**config.mk**
```make
export PLATFORM = sky130hd
export DESIGN_NAME = dist_sq_seq
export DESIGN_NICKNAME = d
export VERILOG_FILES = /design/src/rtl/dist_sq_seq.sv
export SDC_FILE = /design/constraint.sdc
export NUM_CORES = 1
export LEC_CHECK = 0
export ABC_CLOCK_PERIOD_IN_PS = 4750
export CAP_MARGIN = 20
export CORE_UTILIZATION = 59
export CTS_CLUSTER_DIAMETER = 50
export DETAILED_ROUTE_END_ITERATION = 12
export GPL_TIMING_DRIVEN = 0
export PLACE_DENSITY = 0.91
export SYNTH_ARGS = -nofsm -noshare
export SYNTH_HDL_FRONTEND = slang
export SYNTH_SLANG_ARGS = --single-unit
export TNS_END_PERCENT = 30
```
**constraint.sdc**
```tcl
create_clock -name clk -period 4.75 [get_ports clk]
set_clock_uncertainty 0.2 [all_clocks]
set_input_delay 0.95 -clock clk [delete_from_list [all_inputs] [get_ports clk]]
set_output_delay 0.95 -clock clk [all_outputs]
set_load 0.1 [all_outputs]
```
**src/rtl/dist_sq_seq.sv**
```systemverilog
// dist_sq_seq: sequential shift-add squared distance (x-cx)^2 + (y-cy)^2,
// saturated to OUT_WIDTH bits, feeding the downstream square-root stage.
module dist_sq_seq #(
    parameter int COORD_WIDTH = 10,
    parameter int OUT_WIDTH   = 12
) (
    input  logic                   clk,
    input  logic                   reset,
    input  logic [COORD_WIDTH-1:0] x_in,
    input  logic [COORD_WIDTH-1:0] y_in,
    input  logic [COORD_WIDTH-1:0] cx_in,
    input  logic [COORD_WIDTH-1:0] cy_in,
    input  logic                   start,
    output logic [OUT_WIDTH-1:0]   sq_out,
    output logic                   overflow,
    output logic                   done,
    output logic                   finish
);

    localparam int ACC_W = 2 * COORD_WIDTH + 1;
    localparam int CNT_W = (COORD_WIDTH > 1) ? $clog2(COORD_WIDTH) : 1;

    typedef enum logic [1:0] {
        IDLE = 2'd0,
        SQ_X = 2'd1,
        SQ_Y = 2'd2,
        SAT  = 2'd3
    } state_t;

    state_t                 state_q, state_d;
    logic [COORD_WIDTH-1:0] dx_q, dx_d;
    logic [COORD_WIDTH-1:0] dy_q, dy_d;
    logic [ACC_W-1:0]       acc_q, acc_d;
    logic [CNT_W-1:0]       bit_cnt_q, bit_cnt_d;
    logic [OUT_WIDTH-1:0]   sq_out_q, sq_out_d;
    logic                   overflow_q, overflow_d;
    logic                   done_q, done_d;

    logic [COORD_WIDTH-1:0] operand;
    logic                   last_bit;

    assign operand  = (state_q == SQ_X) ? dx_q : dy_q;
    assign last_bit = (bit_cnt_q == CNT_W'(COORD_WIDTH - 1));

    // State register and datapath flops; synchronous reset clears everything.
    always_ff @(posedge clk) begin
        if (reset) begin
            state_q    <= IDLE;
            dx_q       <= '0;
            dy_q       <= '0;
            acc_q      <= '0;
            bit_cnt_q  <= '0;
            sq_out_q   <= '0;
            overflow_q <= 1'b0;
            done_q     <= 1'b0;
        end else begin
            state_q    <= state_d;
            dx_q       <= dx_d;
            dy_q       <= dy_d;
            acc_q      <= acc_d;
            bit_cnt_q  <= bit_cnt_d;
            sq_out_q   <= sq_out_d;
            overflow_q <= overflow_d;
            done_q     <= done_d;
        end
    end

    // Next-state, shift-add accumulation and saturating result load.
    always_comb begin
        state_d    = state_q;
        dx_d       = dx_q;
        dy_d       = dy_q;
        acc_d      = acc_q;
        bit_cnt_d  = bit_cnt_q;
        sq_out_d   = sq_out_q;
        overflow_d = overflow_q;
        done_d     = 1'b0;

        case (state_q)
            IDLE: begin
                if (start) begin
                    dx_d      = (x_in >= cx_in) ? (x_in - cx_in) : (cx_in - x_in);
                    dy_d      = (y_in >= cy_in) ? (y_in - cy_in) : (cy_in - y_in);
                    acc_d     = '0;
                    bit_cnt_d = '0;
                    state_d   = SQ_X;
                end
            end
            SQ_X, SQ_Y: begin
                if (operand[bit_cnt_q]) begin
                    acc_d = acc_q + (ACC_W'(operand) << bit_cnt_q);
                end
                if (last_bit) begin
                    bit_cnt_d = '0;
                    state_d   = (state_q == SQ_X) ? SQ_Y : SAT;
                end else begin
                    bit_cnt_d = bit_cnt_q + 1'b1;
                end
            end
            SAT: begin
                if ((acc_q >> OUT_WIDTH) != '0) begin
                    sq_out_d   = '1;
                    overflow_d = 1'b1;
                end else begin
                    sq_out_d   = acc_q[OUT_WIDTH-1:0];
                    overflow_d = 1'b0;
                end
                done_d  = 1'b1;
                state_d = IDLE;
            end
            default: state_d = IDLE;
        endcase
    end

    assign sq_out   = sq_out_q;
    assign overflow = overflow_q;
    assign done     = done_q;
    assign finish   = (state_q == IDLE);

endmodule

```
==> flow_metrics.env, run 1 <==
export IMPL_grt_pass1_vias=5551
export IMPL_grt_pass1_wl_um=26800
export IMPL_ys_seq_elements=61
export IMPL_yosysUniqueCellTypes=77
export IMPL_ff_latch_area_um2=1220
export IMPL_die_w_um=102
export IMPL_yosys_area_top_type_share=0.207
export IMPL_clock_root_buffer="clkbuf_8"
export IMPL_yosys_top_cells_area="dfxtp_1 (21%), ha_1 (13%), a21oi_1 (5.7%)"
export IMPL_core_rowCount=36
export IMPL_maxSlewViolCount=0
export IMPL_drc=0
export IMPL_met2_length_um=7760
export IMPL_postSynthAreaPerCell_um2=7.69
export IMPL_port_buffers=57
export IMPL_maxCapViolCount=0
export IMPL_synth_largest_area_cell="dfxtp_1"
export IMPL_viasPerCell=6.35
export IMPL_start_util=0.605
export IMPL_fmax_ghz=0.220
export IMPL_die_height_um=102
export IMPL_setup_viol=0
export IMPL_fin_nets=944
export IMPL_synth_cells=765
export IMPL_syn2layout_area_growth_pct=16.0
export IMPL_critPathLaunchType="flip-flop"
export IMPL_synth_fp_nets=876
export IMPL_vias=6165
export IMPL_drive_gt1_frac=0.0811
export IMPL_cts_tree="built"
export IMPL_wl_met1_um=7370
export IMPL_p_leak_nw=2.95
export IMPL_worstMarginPinSlew_ps=984
export IMPL_worstPathMaxFanout=10
export IMPL_rsz0062_at_grt="no"
export IMPL_critical_path_class="reg -> reg"
export IMPL_ctsResizeCount=0
export IMPL_drt_iter0_drc=489
export IMPL_clk_pin_slew_ps=70
export IMPL_finalCriticalPeriod_ps=4550
export IMPL_drt_pre_antenna_iters=5
export IMPL_cts_made_buffers=9
export IMPL_synth_area_um2=5890
export IMPL_core_area_um2=9730
export IMPL_fin_crit_sh=0.959
export IMPL_gp_congestion=0.953
export IMPL_final_area_um2=6830
export IMPL_cts_htree_levels=3
export IMPL_synth_yosys_warnings=0
export IMPL_arrival_ps=4640
export IMPL_drt_wl_total_um=16900
export IMPL_clk_latency_ps=350
export IMPL_outcome="finished, final reports clean"
export IMPL_wl_per_cell_um=17.4
export IMPL_worstPathRequired_ps=4840
export IMPL_multi_input_area_um2=4240
export IMPL_clkSinkCount=61
export IMPL_antenna_found_initial=0
export IMPL_dieArea_um2=10400
export IMPL_grt_overflow=0
export IMPL_ant_nets=0
export IMPL_met3_length_um=1400
export IMPL_track_usage=0.328
export IMPL_fillers=837
export IMPL_slew_headroom=0.342
export IMPL_clk_path_buf_depth=2
export IMPL_cts_hold_buf=0
export IMPL_end_kind="flip-flop"
export IMPL_diodes=0
export IMPL_finalSetupTns_ps=0
export IMPL_vdd_drop_max_mv=0.330
export IMPL_cts_setup_buffers=0
export IMPL_grt_max_degree=12
export IMPL_hold_viol_final=0
export IMPL_holdCritPathClass="reg -> reg"
export IMPL_highest_layer="met4"
export IMPL_async_flop_share=0
export IMPL_dpl_cell_area_um2=6620
export IMPL_synthFlopType="dfxtp_1"
export IMPL_dp_hpwl_um=13300
export IMPL_synth_edf_count=0
export IMPL_ys_seq_area_frac=0.207
export IMPL_boundaryPins=58
export IMPL_power_density_nw_per_um2=414
sequential cells by signal, summed over array words and instances, names as in the netlist:
| name | flops |
|---|---|
| acc_q | 21 |
| sq_out | 12 |
| dx_q | 10 |
| dy_q | 10 |
| bit_cnt_q | 4 |
| state_q | 2 |
| done | 1 |
| overflow | 1 |
path summary, 6_finish.rpt:
path                            startpoint   endpoint  slack (ps)  depth (start not counted)
worst min register to register     dy_q[1]    dy_q[1]         250                          2
worst max-delay path            state_q[0]  acc_q[20]         200                         16
worst min-delay path               dy_q[1]    dy_q[1]         250                          2
worst max register to register  state_q[0]  acc_q[20]         200                         16
Yosys cell counts (all sizes together) (7+ instances only):
cell	count
dfxtp	61
nor3	14
o21a	9
and3	11
mux2i	21
inv	56
a21oi	69
nor2b	15
o21ai	52
o221a	13
nor2	60
nand3	31
a21o	20
nand4	7
o211ai	11
mux2	8
ha	63
a31oi	18
xnor2	16
clkbuf	31
nand2	59
buf	16
where the power goes:
part	leakage, nW	internal (mW)	switching [mW]
clock network	0.0908	0.233	0.216
registers	0.497	0.605	0.0718
logic	2.36	0.591	1.11
critical path, stage by stage, from the launching register on:
cell	delay, ps
dfxtp_1	410
ha_1	270
buf_6	190
mux2i_1	410
nand2_1	130
and3_1	190
o21bai_1	170
a21oi_1	230
o22ai_1	110
ha_1	290
clkbuf_1	230
a21oi_1	370
nand2_1	90
a21oi_1	310
o21ai_0	240
or4_1	550
nand4_1	100
final cells by class:
cell class,count,share of cell area
Timing Repair Buffer,57,0.0836
Multi-Input combinational cell,600,0.621
Tap cell,133,0.0244
Buffer,47,0.0319
Clock buffer,12,0.0242
Inverter,57,0.0313
Sequential cell,61,0.179
Clock inverter,4,0.00458
cells in the final DEF (no fill, tap or decap), types with 15 or more instances in the layout:
cell type | netlist | final
dfxtp_1 | 61 | 61
inv_1 | 56 | 56
xnor2_1 | 16 | 16
a31oi_1 | 16 | 16
nand3_1 | 31 | 31
mux2i_1 | 20 | 20
ha_1 | 63 | 63
a21o_1 | 20 | 20
a21oi_1 | 67 | 67
nor2b_1 | 15 | 15
nand2_1 | 58 | 58
o21ai_0 | 45 | 44
nor2_1 | 58 | 58
clkdlybuf4s50_1 | 0 | 57
clkbuf_1 | 31 | 30
through the flow:
| step | instances | utilization | hold WS (ps) | setup slack [ps] | total power [mW] |
|---|---|---|---|---|---|
| 3_3_place_gp | 955 | 0.681 | 244 | 409 | 2.27 |
| 5_1_grt | 971 | 0.702 | 289 | 3.79 | 2.98 |
| 4_1_cts | 971 | 0.701 | 257 | 331 | 2.77 |
| 2_1_floorplan | 765 | - | 231 | 1040 | 1.90 |
| 6_report | 971 | 0.702 | 254 | 197 | 2.82 |
| 3_5_place_dp | 955 | 0.681 | 248 | 364 | 2.32 |
logic make-up after synthesis:
| family | after synthesis | synth area share |
|---|---|---|
| xor+xnor | 22 | 0.0327 |
| flops | 61 | 0.207 |
| simple gates | 233 | 0.195 |
| buf+inv | 104 | 0.0731 |
| fa+ha+maj | 68 | 0.151 |
| compound gates | 248 | 0.289 |
| mux | 29 | 0.0523 |
routing by layer:
metal	global-route usage	up-vias
met3	0.0451	35
met1	0.445	2891
li1	-	2926
met4	0.123	0
met2	0.529	313
met5	0	-
No activity file was read; power rests on OpenSTA's default activity.
==> run 2: changes to the inputs <==
--- a/config.mk
+++ b/config.mk
@@ -5,11 +5,11 @@
 export SDC_FILE = /design/constraint.sdc
 export NUM_CORES = 1
 export LEC_CHECK = 0
-export ABC_CLOCK_PERIOD_IN_PS = 4750
 export CAP_MARGIN = 20
 export CORE_UTILIZATION = 59
 export CTS_CLUSTER_DIAMETER = 50
 export DETAILED_ROUTE_END_ITERATION = 12
+export GPL_ROUTABILITY_DRIVEN = 1
 export GPL_TIMING_DRIVEN = 0
 export PLACE_DENSITY = 0.91
 export SYNTH_ARGS = -nofsm -noshare
==> results of run 2 <==
Same layout as run 1: the final DEF is identical, and so are final timing and power.
==> run 3: changes to the inputs <==
--- a/config.mk
+++ b/config.mk
@@ -6,12 +6,12 @@
 export NUM_CORES = 1
 export LEC_CHECK = 0
 export CAP_MARGIN = 20
-export CORE_UTILIZATION = 59
+export CORE_UTILIZATION = 25
 export CTS_CLUSTER_DIAMETER = 50
 export DETAILED_ROUTE_END_ITERATION = 12
 export GPL_ROUTABILITY_DRIVEN = 1
 export GPL_TIMING_DRIVEN = 0
-export PLACE_DENSITY = 0.91
+export PLACE_DENSITY = 0.5
 export SYNTH_ARGS = -nofsm -noshare
 export SYNTH_HDL_FRONTEND = slang
 export SYNTH_SLANG_ARGS = --single-unit
==> flow_metrics.env, run 3 (synthesis gave the netlist of run 1 again) <==
export IMPL_worstPathMaxFanout=10
export IMPL_cp_top_family="compound AO/OA/AOI/OAI gates"
export IMPL_largest_reg_flops=21
export IMPL_grt_pass1_vias=5425
export IMPL_ant_nets=0
export IMPL_final_common_cell="a21oi_1"
export IMPL_wl_per_cell_um=14.8
export IMPL_clock_root_buffer="clkbuf_16"
export IMPL_drt_pre_antenna_iters=5
export IMPL_clkSinkCount=61
export IMPL_worstMarginPinSlew_ps=996
export IMPL_fin_crit_sh=0.938
export IMPL_die_w_um=155
export IMPL_drc=0
export IMPL_path_buf_inv=1
export IMPL_drt_iter0_drc=400
export IMPL_antenna_found_initial=0
export IMPL_crit_chain="ha_1, buf_6, mux2_2, mux2i_1, mux2i_1, o21ai_0, nor2_1, ha_1, a21o_1, a21oi_1, nand2_1, a21oi_2, o21ai_0, or4_1, nand4_1"
export IMPL_cts_htree_levels=3
export IMPL_slew_headroom=0.334
export IMPL_vias=5774
export IMPL_clk_latency_ps=330
export IMPL_cts_made_buffers=9
export IMPL_crit_path_max_incr_delay_ps=540
export IMPL_power_density_nw_per_um2=417
export IMPL_met3_length_um=717
export IMPL_end_kind="flip-flop"
export IMPL_p_leak_nw=3.00
export IMPL_largest_register="acc_q"
export IMPL_vdd_drop_max_mv=0.224
export IMPL_drive_gt1_frac=0.0848
export IMPL_port_buffers=57
export IMPL_hold_viol_final=0
export IMPL_final_area_um2=7150
export IMPL_critPathLaunchType="flip-flop"
export IMPL_syn2layout_area_growth_pct=21.4
export IMPL_dp_hpwl_um=13600
export IMPL_setup_viol=0
export IMPL_core_area_um2=22800
export IMPL_finalSetupTns_ps=0
export IMPL_clk_path_buf_depth=2
export IMPL_pre_cts_slack_ps=157
export IMPL_ff_latch_area_um2=1220
export IMPL_final_critical_path_setup_slack_ps=297
export IMPL_power_mw=2.98
export IMPL_core_rowCount=55
export IMPL_rsz0062_at_grt="no"
export IMPL_dpl_cell_area_um2=6850
export IMPL_arrival_ps=4520
export IMPL_maxCapViolCount=0
export IMPL_cts_hold_buf=0
export IMPL_grt_pass1_wl_um=28000
export IMPL_grt_overflow=0
export IMPL_critical_path_class="reg -> reg"
export IMPL_holdCritPathClass="reg -> reg"
export IMPL_wl_met1_um=8440
export IMPL_met2_length_um=7580
export IMPL_fin_util=0.313
export IMPL_gp_congestion=0.866
export IMPL_dieArea_um2=24200
export IMPL_cts_tree="built"
export IMPL_multi_input_area_um2=4250
export IMPL_start_util=0.258
export IMPL_final_cell_mix="a21oi_1 (64), ha_1 (63), dfxtp_1 (61)"
export IMPL_worstPathRequired_ps=4820
export IMPL_track_usage=0.144
export IMPL_slowest_stage="or4_1"
export IMPL_fin_nets=944
export IMPL_highest_layer="met4"
export IMPL_fmax_ghz=0.225
export IMPL_fillers=2516
export IMPL_viasPerCell=5.02
export IMPL_grt_max_degree=11
export IMPL_maxSlewViolCount=0
export IMPL_boundaryPins=58
export IMPL_clk_pin_slew_ps=60
export IMPL_diodes=0
export IMPL_drt_wl_total_um=17000
export IMPL_outcome="finished, final reports clean"
export IMPL_die_height_um=155
export IMPL_finalCriticalPeriod_ps=4450
run 3: layout make-up:
class / count / share of cell area
Buffer: 47 / 0.0306
Timing Repair Buffer: 57 / 0.0798
Inverter: 57 / 0.0299
Clock buffer: 12 / 0.0359
Multi-Input combinational cell: 600 / 0.595
Sequential cell: 61 / 0.171
Clock inverter: 3 / 0.00298
Tap cell: 313 / 0.0548
run 3: final timing paths:
check	to	cells past startpoint	slack (ps)	from
worst min register to register	dy_q[1]	2	260	dy_q[1]
worst max register to register	acc_q[20]	15	300	state_q[0]
worst max-delay path	acc_q[20]	15	300	state_q[0]
worst min-delay path	dy_q[1]	2	260	dy_q[1]
run 3: layer usage:
layer  vias up  global-route usage
met5         -                   0
met3        16              0.0240
met4         0              0.0345
li1       2919                   -
met2       135               0.231
met1      2704               0.200
run 3: worst register-to-register path, stage by stage, from the launching register on:
cell	delay [ps]
dfxtp_1	390
ha_1	280
buf_6	210
mux2_2	400
mux2i_1	190
mux2i_1	130
o21ai_0	320
nor2_1	90
ha_1	370
a21o_1	200
a21oi_1	270
nand2_1	160
a21oi_2	300
o21ai_0	230
or4_1	540
nand4_1	100
run 3: timing repair:
item / in CTS / in global routing
setup endpoints to repair: 0 / 6
setup buffers: 0 / 0
resized for setup: 0 / 9
run 3: per-stage QoR:
| step | cells | hold WS (ps) |
|---|---|---|
| after floorplan | 765 | 231 |
| after CTS | 1150 | 258 |
| after global placement | 1135 | 241 |
| after detailed placement | 1135 | 252 |
| final | 1150 | 256 |
| after global routing | 1150 | 287 |
run 3: power breakdown:
part	switching (mW)	internal (mW)
clock	0.232	0.378
sequential	0.0662	0.606
combinational	1.10	0.595
